==> config.mk <==
export PLATFORM = sky130hd
export DESIGN_NAME = serial_subtractor_flat
export DESIGN_NICKNAME = d
export VERILOG_FILES = /design/src/rtl/serial_subtractor_pkg.sv /design/src/rtl/serial_subtractor_if.sv /design/src/rtl/serial_subtractor_full_adder.sv /design/src/rtl/serial_subtractor.sv /design/src/flat_wrapper.sv
export SDC_FILE = /design/constraint.sdc
export NUM_CORES = 1
export LEC_CHECK = 0
export BUFFER_PORTS_ARGS = -buffer_cell sky130_fd_sc_hd__buf_2
export CAP_MARGIN = 20
export CORE_UTILIZATION = 47
export DETAILED_ROUTE_END_ITERATION = 8
export MAX_ROUTING_LAYER = met4
export PLACE_DENSITY = 0.77
export SLEW_MARGIN = 20
export SYNTH_ARGS = -nofsm -noshare
export SYNTH_HDL_FRONTEND = slang
export SYNTH_SLANG_ARGS = --single-unit
==> constraint.sdc <==
create_clock -name clk -period 1.4 [get_ports clk]
set_input_delay 0.14 -clock clk [delete_from_list [all_inputs] [get_ports clk]]
set_output_delay 0.14 -clock clk [all_outputs]
set_load 0.02 [all_outputs]
==> src/rtl/serial_subtractor_pkg.sv <==
// Shared definitions for the bit-serial subtractor: FSM encoding and counter sizing.
package serial_subtractor_pkg;

    typedef enum logic [1:0] {
        IDLE = 2'd0,
        RUN  = 2'd1,
        DONE = 2'd2
    } state_t;

    localparam int unsigned DEFAULT_WIDTH = 4;

    function automatic int unsigned cnt_width(input int unsigned width);
        return (width < 2) ? 1 : $clog2(width);
    endfunction

endpackage

==> src/rtl/serial_subtractor_if.sv <==
// Launch/result bundle between an ALU controller (master) and the serial subtractor (slave).
interface serial_subtractor_if
    import serial_subtractor_pkg::*;
#(
    parameter int unsigned WIDTH = DEFAULT_WIDTH
);

    logic             start;
    logic [WIDTH-1:0] A;
    logic [WIDTH-1:0] B;
    logic             Bin;
    logic             busy;
    logic             done;
    logic [WIDTH-1:0] D;
    logic             Bout;
    logic             Cin_msb;
    logic             V;
    logic             Z;
    logic             N;

    modport master (
        output start, A, B, Bin,
        input  busy, done, D, Bout, Cin_msb, V, Z, N
    );

    modport slave (
        input  start, A, B, Bin,
        output busy, done, D, Bout, Cin_msb, V, Z, N
    );

endinterface

==> src/rtl/serial_subtractor_full_adder.sv <==
// Single-bit full adder cell used as the serial datapath slice.
module full_adder (
    input  logic A,
    input  logic B,
    input  logic CIN,
    output logic S,
    output logic COUT
);

    always_comb begin
        S    = A ^ B ^ CIN;
        COUT = (A & B) | (A & CIN) | (B & CIN);
    end

endmodule

==> src/rtl/serial_subtractor.sv <==
// Bit-serial D = A - B - Bin, LSB first over WIDTH cycles, with start/busy/done handshake.
module serial_subtractor
    import serial_subtractor_pkg::*;
#(
    parameter int unsigned WIDTH = DEFAULT_WIDTH
) (
    input logic              clk,
    input logic              rst,
    serial_subtractor_if.slave bus
);

    localparam int unsigned CW = cnt_width(WIDTH);

    state_t           state;
    state_t           state_next;
    logic [WIDTH-1:0] sh_a;
    logic [WIDTH-1:0] sh_b;
    logic [WIDTH-2:0] res;
    logic [CW-1:0]    cnt;
    logic             c;
    logic             c_msb;
    logic             s_bit;
    logic             c_next;
    logic             last;
    logic [WIDTH-1:0] d_final;

    full_adder u_fa (
        .A    (sh_a[0]),
        .B    (sh_b[0]),
        .CIN  (c),
        .S    (s_bit),
        .COUT (c_next)
    );

    assign last    = (cnt == CW'(WIDTH - 1));
    assign d_final = {s_bit, res};

    always_ff @(posedge clk) begin
        if (rst) state <= IDLE;
        else     state <= state_next;
    end

    always_comb begin
        state_next = state;
        case (state)
            IDLE:    if (bus.start) state_next = RUN;
            RUN:     if (last)      state_next = DONE;
            DONE:                   state_next = IDLE;
            default:                state_next = IDLE;
        endcase
    end

    always_comb begin
        bus.busy = (state == RUN) || (state == DONE);
        bus.done = (state == DONE);
    end

    // Published outputs move only on the final RUN edge; the MSB carry-in is
    // staged in c_msb so a following RUN cannot disturb the visible Cin_msb.
    always_ff @(posedge clk) begin
        if (rst) begin
            sh_a        <= '0;
            sh_b        <= '0;
            res         <= '0;
            cnt         <= '0;
            c           <= 1'b0;
            c_msb       <= 1'b0;
            bus.D       <= '0;
            bus.Bout    <= 1'b0;
            bus.Cin_msb <= 1'b0;
            bus.V       <= 1'b0;
            bus.Z       <= 1'b0;
            bus.N       <= 1'b0;
        end else begin
            case (state)
                IDLE: begin
                    if (bus.start) begin
                        sh_a <= bus.A;
                        sh_b <= ~bus.B;
                        c    <= ~bus.Bin;
                        cnt  <= '0;
                    end
                end
                RUN: begin
                    sh_a <= sh_a >> 1;
                    sh_b <= sh_b >> 1;
                    c    <= c_next;
                    res  <= d_final[WIDTH-1:1];
                    cnt  <= cnt + CW'(1);
                    if (cnt == CW'(WIDTH - 2)) c_msb <= c_next;
                    if (last) begin
                        bus.D       <= d_final;
                        bus.Bout    <= ~c_next;
                        bus.Cin_msb <= c_msb;
                        bus.V       <= c_msb ^ c_next;
                        bus.Z       <= (d_final == '0);
                        bus.N       <= d_final[WIDTH-1];
                    end
                end
                default: ;
            endcase
        end
    end

endmodule

==> src/flat_wrapper.sv <==
// flat-port wrapper written by rule: the top's interface ports become plain ports
module serial_subtractor_flat import serial_subtractor_pkg::*;
#(
    parameter int unsigned WIDTH = DEFAULT_WIDTH
)
  (clk, rst, bus_start, bus_A, bus_B, bus_Bin, bus_busy, bus_done, bus_D, bus_Bout, bus_Cin_msb, bus_V, bus_Z, bus_N);
  serial_subtractor_if #(.WIDTH(WIDTH)) bus_i ();
  input logic clk;
  input logic rst;
  input wire logic [$bits(bus_i.start)-1:0] bus_start;
  input wire logic [$bits(bus_i.A)-1:0] bus_A;
  input wire logic [$bits(bus_i.B)-1:0] bus_B;
  input wire logic [$bits(bus_i.Bin)-1:0] bus_Bin;
  output wire logic [$bits(bus_i.busy)-1:0] bus_busy;
  output wire logic [$bits(bus_i.done)-1:0] bus_done;
  output wire logic [$bits(bus_i.D)-1:0] bus_D;
  output wire logic [$bits(bus_i.Bout)-1:0] bus_Bout;
  output wire logic [$bits(bus_i.Cin_msb)-1:0] bus_Cin_msb;
  output wire logic [$bits(bus_i.V)-1:0] bus_V;
  output wire logic [$bits(bus_i.Z)-1:0] bus_Z;
  output wire logic [$bits(bus_i.N)-1:0] bus_N;
  assign bus_i.start = bus_start;
  assign bus_i.A = bus_A;
  assign bus_i.B = bus_B;
  assign bus_i.Bin = bus_Bin;
  assign bus_busy = bus_i.busy;
  assign bus_done = bus_i.done;
  assign bus_D = bus_i.D;
  assign bus_Bout = bus_i.Bout;
  assign bus_Cin_msb = bus_i.Cin_msb;
  assign bus_V = bus_i.V;
  assign bus_Z = bus_i.Z;
  assign bus_N = bus_i.N;
  serial_subtractor #(.WIDTH(WIDTH)) u_core (.clk(clk), .rst(rst), .bus(bus_i));
endmodule
==> key figures <==
Layout
  • Core Util, Final: about three fifths
  • Final Net Count: around 170
  • Final design area excluding fillers: roughly 1400 sq um
  • Area growth, synth to finish: 21.3%
  • Number of diodes: 0
  • Layout cell share with drive strength beyond 1: between 30% and 40%

Pwr
  • Leakage dissipation: approximately 0.00057 uW
  • Total power per unit cell area: 1000 nW/um^2
  • Highest ir drop seen on vdd: around 0.79 mV
  • Total Power Consumption: 1360 uW

Floorplanning
  • Die area: 2580 sq um
  • Die span in y: between 50 and 60 um
  • Count of pins on the block boundary: 23
  • Initial cell density of the core: 50.2%
  • Std-Cell Rows: 17
  • DIE WIDTH: ~51 um
  • Placeable Area: 2230 sq um

Placed design
  • Post-detailed-placement half-perimeter wirelength: approximately 1.6 mm
  • Gp weighted congestion: approximately 0.74
  • Cell Area, Placed: between 1000 and 1500 sq um
  • Number of buffers added on ports: 22

Timing
  • Highest Clock Rate: between 700 and 800 MHz
  • Count of pins over their slew limit: 0
  • Final period util: 99.7%
  • Maximum clock skew at final layout: around 0.0013 ns
  • Setup repair after global routing missed its margin: yes
  • Headroom to the max-slew limit: between 60% and 70%
  • Transition time at the pin with the least slew margin: 0.469 ns
  • Post-route setup TNS: 0 ns
  • Number of hold-slack violations in the final timing report: 0
  • Endpoints failing setup: 0
  • Time the worst path needs with I/O delays and setup: ~1.4 ns

Synthesis
  • Main combinational cell family by area after synthesis: simple AND/OR/NAND/NOR gates
  • Unique masters post-synth: 29
  • Synth Area in Simple Gates: 18.3%
  • Share of Yosys cell area claimed by the top area cell type: around 45%
  • Number of enable flip-flop cells after synthesis: 0
  • Synth area leaders: sky130_fd_sc_hd__dfxtp_1 (45%), sky130_fd_sc_hd__nand2_1 (7.7%), sky130_fd_sc_hd__a21oi_1 (7.6%), sky130_fd_sc_hd__ha_1 (5.6%), sky130_fd_sc_hd__mux2i_1 (5.4%)
  • Post-synthesis sequential area ratio: 44.6%
  • Synthesized-area fraction occupied by ao, oa, aoi and oai cells: between 10% and 20%
  • Xor and xnor area share after synthesis: less than 1%
  • Flops & latches, synth: 25
  • Post-synthesis average cell area: about 8.6 sq um
  • Post-synth ARST share: 0%
  • Cell with the most instances after synthesis: sky130_fd_sc_hd__dfxtp_1
  • Multiplexer area fraction after synthesis: about 7.6%
  • Post-synth net total: about 150
  • Prevailing post-synth register cell: sky130_fd_sc_hd__dfxtp_1
  • Mapped Area: ~1100 sq um
  • Cell taking the most area after synthesis: sky130_fd_sc_hd__dfxtp_1
  • Synthesis warning total: 0
  • Most numerous cell types in the synthesized netlist: sky130_fd_sc_hd__dfxtp_1 (25), sky130_fd_sc_hd__nand2_1 (23), sky130_fd_sc_hd__a21oi_1 (17), sky130_fd_sc_hd__nor2_1 (11), sky130_fd_sc_hd__inv_1 (8)
  • Number of instances in the synthesized netlist: ~130
  • Area share of fa/ha/maj cells after synthesis: under 10%

Clock network
  • Clock Pin Slew Worst Setup and Hold Paths: ~0.13 ns
  • Number of clock sinks: 25
  • Number of buffers inserted to repair setup after CTS: 0
  • CTS Buf Count: 3
  • Max H-tree Level: 1
  • CTS Buffer Depth: 2
  • Clock tree from TritonCTS: yes
  • Clock root cell: sky130_fd_sc_hd__clkbuf_4
  • Clock latency on the worst-skew pair: just over 0.3 ns

GRT
  • First-pass GRT wire length: between 3 and 4 mm
  • Via count of the first global-routing pass: 861
  • Total global routing track utilization: a little under a fifth
  • Antenna violations before repair: 0
  • Maximum number of pins on one net before global-route repair: 26
  • Aggregate global routing overflow: 0

Route
  • Post-detailed-routing wire length: roughly 2.2 mm
  • Detailed-router iteration count before antenna repair: 5
  • Average via count per standard cell: around 5
  • DRC violations left: 0
  • Iteration-0 DRC Markers: 17
  • Post-route ant nets: 0
  • Via count: 939
  • Routed wire per std cell: between 10 and 15 um

Critical path
  • Stage delay of the slowest cell on the critical path: about 0.56 ns
  • Top fanout value on the critical path: 2
  • Data arrival at the endpoint of the critical path: approximately 1.7 ns
  • Crit-path cells: inv_2, fa_1, nor4b_2, nand2_1, a21oi_1
  • Type of the worst setup path: register to register
  • Launching element type of the critical path: register
  • Slowest cell on the critical path: sky130_fd_sc_hd__fa_1
  • Critical Path RT: 1.66 ns
  • Endpoint type of the worst setup path: register

Flow run
  • Max Cap Violations: 0

Min path
  • Worst min path class: input pin to register

Run status
  • Run status: complete, no violations
-- sequential cells by signal, indices dropped and copies added (netlist names) --
name and flops:
u_core.res 3, u_core.bus.D 3, u_core.bus.Cin_msb 1, u_core.c_msb 1, u_core.bus.N 1, u_core.state 2, u_core.c 1, u_core.bus.V 1
u_core.sh_a 4, u_core.bus.Bout 1, u_core.bus.Z 1, u_core.cnt 2, u_core.sh_b 4
-- cells by family after synthesis --
logic type               count (synthesis)
AO/OA/AOI/OAI                           28
XOR/XNOR                                 1
adder cells (fa/ha/maj)                  6
buffers and inverters                   17
flip-flops                              25
multiplexers                             8
AND/OR/NAND/NOR                         46
-- where the power goes --
group | internal [uW] | switching, uW
clock | 111 | 205
combinational | 134 | 138
sequential | 749 | 25.8
-- layout by cell type, fill, tap and decap left out, drive strengths merged, types with 3 or more instances in the layout --
cell    count
and2        4
a21oi      17
buf        29
clkbuf      4
nand2      23
ha          5
mux2i       7
o21ai       3
a211oi      6
nor2       11
dfxtp      25
inv         8
-- cell type report --
type,instances,area [sq um]
Multi-Input combinational cell,89,596
Inverter,8,30.0
Sequential cell,25,507
Clock buffer,4,26.3
Timing Repair Buffer,29,166
Tap cell,28,35.0
Fill cell,207,873
-- worst paths after layout --
kind                                 startpoint              end  slack, ns  cells after the start
worst min-delay path                   bus_A[3]   u_core.sh_a[3]       0.08                      3
worst max-delay path                   u_core.c     u_core.bus.Z      0.004                      5
worst max register to register         u_core.c     u_core.bus.Z      0.004                      5
worst min register to register  u_core.bus.D[0]  u_core.bus.D[0]       0.46                      2
-- worst max-delay path, delay by kind of cell, from the launching register on --
family / cells / cell delay (ns)
fa+ha+maj: 1 / 0.56
simple gates: 2 / 0.28
buf+inv: 1 / 0.04
flops: 1 / 0.36
compound gates: 1 / 0.11
-- routing by layer --
metal,global-route usage [%],up-vias,share of wire (%)
li1,-,480,-
met1,21.1,424,45
met2,33.6,29,50
met3,5.36,6,4.1
met4,5.56,0,0.77
met5,-,-,0
-- repair_timing --
action                                  4_1_cts  5_1_grt
resized for setup                             6       13
endpoints found under the setup margin       16       20
hold buffers                                  0        0
pin swaps                                     0        3
gates cloned                                  0        0
-- per-stage QoR --
| stage | setup WS, ns | cells | hold WS (ns) |
|---|---|---|---|
| detailed placement | -0.0514 | 179 | 0.423 |
| global route | -0.0401 | 183 | 0.0864 |
| CTS | -0.00658 | 183 | 0.0714 |
| global placement | 0.00474 | 179 | 0.414 |
| finish | 0.00356 | 183 | 0.0802 |
| floorplan | 0.0124 | 131 | 0.304 |
Note: power is estimated with default switching activity, not from simulation.
